--- config.mk ---
export PLATFORM = sky130hd
export DESIGN_NAME = shift_rows
export DESIGN_NICKNAME = d
export VERILOG_FILES = /design/src/rtl/shift_rows.sv
export SDC_FILE = /design/constraint.sdc
export NUM_CORES = 1
export LEC_CHECK = 0
export BUFFER_PORTS_ARGS = -buffer_cell sky130_fd_sc_hd__buf_2
export CAP_MARGIN = 15
export CORE_AREA = 3 3 101 103
export DETAILED_ROUTE_END_ITERATION = 6
export DIE_AREA = 0 0 104 106
export PLACE_DENSITY_LB_ADDON = 0.3
export SLEW_MARGIN = 20
export SYNTH_ARGS = -nofsm -noshare
export SYNTH_HDL_FRONTEND = slang
export SYNTH_SLANG_ARGS = --single-unit
--- constraint.sdc ---
create_clock -name clk -period 1 [get_ports clk]
set_input_delay 0.1 -clock clk [delete_from_list [all_inputs] [get_ports clk]]
set_output_delay 0.1 -clock clk [all_outputs]
set_load 0.03 [all_outputs]
--- src/rtl/shift_rows.sv ---
// shift_rows: AES-128 ShiftRows stage, registered with one cycle of latency.
//
// Sits between SubBytes and MixColumns. Row r of the 4x4 byte state is rotated
// left by r positions. A new state is accepted on every clock edge; there is
// no stall.
//
// Byte i of a 128-bit state lives at [127-8*i -: 8] (byte 0 is the MSB).
// Bytes are column-major: i = row + 4*col.
//
// Optional feature macro: SHIFT_ROWS_INV_EN
//   When defined, an extra input 'inv' selects InvShiftRows (row r rotated
//   right by r). Latency and reset behaviour are the same as the forward path.
//
// Ports:
//   clk            in   1    clock, rising edge
//   rst            in   1    synchronous, active-high reset
//   inv            in   1    (SHIFT_ROWS_INV_EN only) 1 = inverse map
//   state          in   128  input AES state
//   shifted_state  out  128  registered ShiftRows result
//   out_valid      out  1    shifted_state holds a result from a post-reset input
module shift_rows #(
    parameter logic [127:0] RESET_VALUE = 128'h0
) (
    input  logic         clk,
    input  logic         rst,
`ifdef SHIFT_ROWS_INV_EN
    input  logic         inv,
`endif
    input  logic [127:0] state,
    output logic [127:0] shifted_state,
    output logic         out_valid
);

    logic [127:0] shifted_state_d, shifted_state_q;
    logic         out_valid_d, out_valid_q;
    logic [127:0] fwd_map;
`ifdef SHIFT_ROWS_INV_EN
    logic [127:0] inv_map;
`endif

    // Pure wiring: each output byte is copied from its permuted source byte.
    always_comb begin
        fwd_map = '0;
        for (int r = 0; r < 4; r++) begin
            for (int c = 0; c < 4; c++) begin
                fwd_map[127 - 8 * (r + 4 * c) -: 8] =
                    state[127 - 8 * (r + 4 * ((c + r) % 4)) -: 8];
            end
        end
    end

`ifdef SHIFT_ROWS_INV_EN
    always_comb begin
        inv_map = '0;
        for (int r = 0; r < 4; r++) begin
            for (int c = 0; c < 4; c++) begin
                // +4 keeps the modulo operand non-negative.
                inv_map[127 - 8 * (r + 4 * c) -: 8] =
                    state[127 - 8 * (r + 4 * ((c - r + 4) % 4)) -: 8];
            end
        end
    end
`endif

    always_comb begin
`ifdef SHIFT_ROWS_INV_EN
        shifted_state_d = inv ? inv_map : fwd_map;
`else
        shifted_state_d = fwd_map;
`endif
        out_valid_d = 1'b1;
    end

    always_ff @(posedge clk) begin
        if (rst) begin
            shifted_state_q <= RESET_VALUE;
            out_valid_q     <= 1'b0;
        end else begin
            shifted_state_q <= shifted_state_d;
            out_valid_q     <= out_valid_d;
        end
    end

    assign shifted_state = shifted_state_q;
    assign out_valid     = out_valid_q;

endmodule

# Yosys cells after proc, flatten, opt, wreduce, memory -nomap -nowiden
# Index checks and enable logic that the tools add are counted.
# totals
ff_bits	129
in_bits	130
out_inout_bits	129
elab_cells	3
# op_classes
mux	1
# op_table
operator	count
$mux W1	1

# Depth between registers and ports, before layout
# depth
word_depth	1
depth_mapped	3

# Worst setup path after synthesis
# No wires, ideal clock.
# synth_path
kind	input-to-reg
startpoint	input port rst
endpoint	register shifted_state_q[100] (netlist: shifted_state[100])
setup_time_ps	118
t_arrival_ps	468
slack_ps	414
path_stages	3
n_path_buf	2
path_cell_list	buf_2 buf_2 nor2b_1
# synth_rtl
item	line_no	rtl
from (decl)	25	input logic rst,
to (signal assigned)	79	shifted_state_q <= shifted_state_d;
to (decl)	34	logic [127:0] shifted_state_d, shifted_state_q;
# No word-level cell between the ends.

# Final worst setup path
# layout_path
startpoint	register shifted_state_q[9] (netlist: shifted_state[9])
endpoint	output port shifted_state[9]
# layout_rtl
item	line_no	rtl
to (decl)	30	output logic [127:0] shifted_state,
# No word-level cell between the ends.

==> reports/metrics.yaml <==
timing:
  hold_viol_final: 0
  timing.final.ws_setup_ps: -81.14
  slew_viol_final: 0
  slew_headroom: 0.7834
  period_minus_slack_ps: 1081
  worst_pin_slew_ps: 325.0
  max_freq_ghz: 0.9250
  rsz0062_at_grt: "yes"
  tns_ps: -5085
  setup_viol: 129
  period_share: 1.081
yosys:
  synthTopCellsByCount: "dfxtp_1 (129), nor2b_1 (128), buf_2 (13), buf_4 (1), inv_1 (1)"
  synth_async_sr_flop_share: 0
  synth-seq-cells: 129
  synth_edf_count: 0
  synth.area.top_cells: "dfxtp_1 (75%), nor2b_1 (23%), buf_2 (1.9%)"
  yosysSeqAreaShare: 0.7465
  synth_most_common_cell: "dfxtp_1"
  synth_area_mm2: 0.003460
  yosys_warnings: 0
  synthCells: 272
  ys.flop_type: "dfxtp_1"
  yosysUniqueCellTypes: 5
  synth_top_area_frac: 0.7465
  syn-mean-instance-area_um2: 12.72
  syn-num-nets: 402
  synth.largest_area_cell: "dfxtp_1"
global_route:
  grt_pass1_vias: 3933
  globalRouteOverflowTotal: 0
  antenna_found_initial: 0
  grt_max_degree: 75
  grt.total_usage: 0.2453
  grt_pass1_wl_mm: 20.91
clock_tree:
  root_buffer: "clkbuf_8"
  htreeDepth: 4
  cts_buffer_depth: 2
  cts_made_buffers: 17
  clock_sinks: 129
  cts_tree: "built"
  cts.clk_slew.worst_paths_ps: 60
finish:
  final_nets: 795
  areaGrowthSynthToFinish_pct: 124.7
  antenna_cells: 0
  drive_gt1_frac: 0.6180
  stdcell_count: 807
floorplan:
  core_mm2: 0.009284
  io-pin-count: 259
  dieHeight_um: 106
  fp-row-count: 35
  die_area_mm2: 0.01102
  initial_utilization: 0.3726
  die_w_um: 104
flow_run:
  maxCapViolCount: 0
placement:
  pre_cts_ws_ps: 239.6
  gp_congestion: 0.6982
  place_inst: 647
  portBuffers: 258
  dpl.hpwl_mm: 6.449
critical_path:
  cp.arrival_ps: 980
  crit_path_start: "shifted_state[9]"
  critPathBufInv: 1
  cp-endpoint: "shifted_state[9]"
  cp_slowest_stage_delay_ps: 350
  crit_cells: 1
  required_ps: 900
  cp-start-kind: "register"
  path_max_fanout: 1
  slowest_stage: "dfxtp_2"
  path_cells: "buf_6"
  cp_top_family: "flip-flops"
  critPathCaptureType: "output pin"
  crit_type: "register to output pin"
drt:
  vias: 3359
  drc_errors: 0
  drtIter0Drc: 75
  wl_per_cell_um: 16.58
  dr.pass1.iters: 6
  wl_mm: 13.38
  ant_nets: 0
  viasPerCell: 4.162
power:
  seqPwrFrac: 0.390
  power_uw: 14400
  vdd_drop_max_v: 0.001051
  p_int_uw: 11020
  p_comb_frac: 0.150
  p_sw_uw: 3379
  p_clk_frac: 0.460
  sw_frac_of_total: 0.2347
  power_leakage_uw: 0.003549
  power_per_cell_area_mw_per_mm2: 1852
outcome:
  violations: "negative setup slack"
  outcome: "complete, but fails checks"
min_path:
  hold_path_class: "input port to register"
[worst min path at each step]
| stage | slack, ps | end | from | depth (start not counted) |
|---|---|---|---|---|
| 3_5_place_dp | 310 | shifted_state[115] | state[83] | 2 |
| 2_1_floorplan | 230 | shifted_state[106] | state[42] | 1 |
| 5_1_grt | 70 | shifted_state[15] | rst | 3 |
| 4_1_cts | 40 | shifted_state[116] | rst | 3 |
| 3_3_place_gp | 310 | shifted_state[42] | state[106] | 2 |
| 6_report | 70 | shifted_state[117] | rst | 3 |
[repair_timing]
item                                   CTS  global route
endpoints found under the hold margin  128             0
setup endpoints to repair              129           129
gates cloned                             0             0
buffers inserted                         0             0
hold buffers                           128             0
resized for setup                      387             0
[layout by cell type, fill, tap and decap left out]
| cell type | count |
|---|---|
| clkbuf_1 | 2 |
| clkbuf_8 | 2 |
| inv_1 | 1 |
| dfxtp_2 | 129 |
| buf_6 | 129 |
| clkinv_2 | 1 |
| inv_6 | 2 |
| buf_4 | 1 |
| clkinv_4 | 2 |
| nor2b_1 | 128 |
| clkinvlp_4 | 2 |
| clkbuf_16 | 16 |
| bufinv_16 | 5 |
| buf_2 | 128 |
| dlygate4sd3_1 | 128 |
| buf_12 | 2 |
[flip-flops by register name, indices dropped and copies added, names as in the netlist]
signal and cells:
out_valid 1, shifted_state 128
[routing by layer]
metal	GRT usage	wire length [um]	vias to the layer above	share of wire
li1	-	-	1607	-
met1	0.2212	4477	1528	0.33
met2	0.4763	7365	184	0.55
met3	0.09047	1015	40	0.076
met4	0.1235	520	0	0.039
met5	0	0	-	0
[metrics by stage]
step / utilization / hold slack (ps) / cell area, um^2
6_report: 0.8372 / 73.95 / 7772
5_1_grt: 0.8372 / 67.07 / 7772
4_1_cts: 0.8372 / 36.33 / 7772
3_5_place_dp: 0.5259 / 313.0 / 4882
3_3_place_gp: 0.5259 / 306.4 / 4882
2_1_floorplan: - / 228.2 / 3460
[area by class of cell]
class	instances	area [um^2]
Clock buffer	20	435.4
Clock inverter	12	205.2
Fill cell	457	1511
Inverter	1	3.754
Multi-Input combinational cell	128	800.8
Sequential cell	129	2744
Tap cell	129	161.4
Timing Repair Buffer	388	3422
[logic make-up after synthesis]
group / Yosys count / synth area share
flip-flops: 129 / 0.7465
buffers and inverters: 15 / 0.02206
AND/OR/NAND/NOR: 128 / 0.2315
[power groups by stage]
stage	combinational, uW	clock, uW	sequential (uW)
after floorplan	241	0	6170
after global placement	1360	0	5580
after detailed placement	1370	0	5590
after CTS	2090	6700	5600
after global routing	2270	6960	5640
final	2160	6620	5620
(Power assumes the default switching activity.)
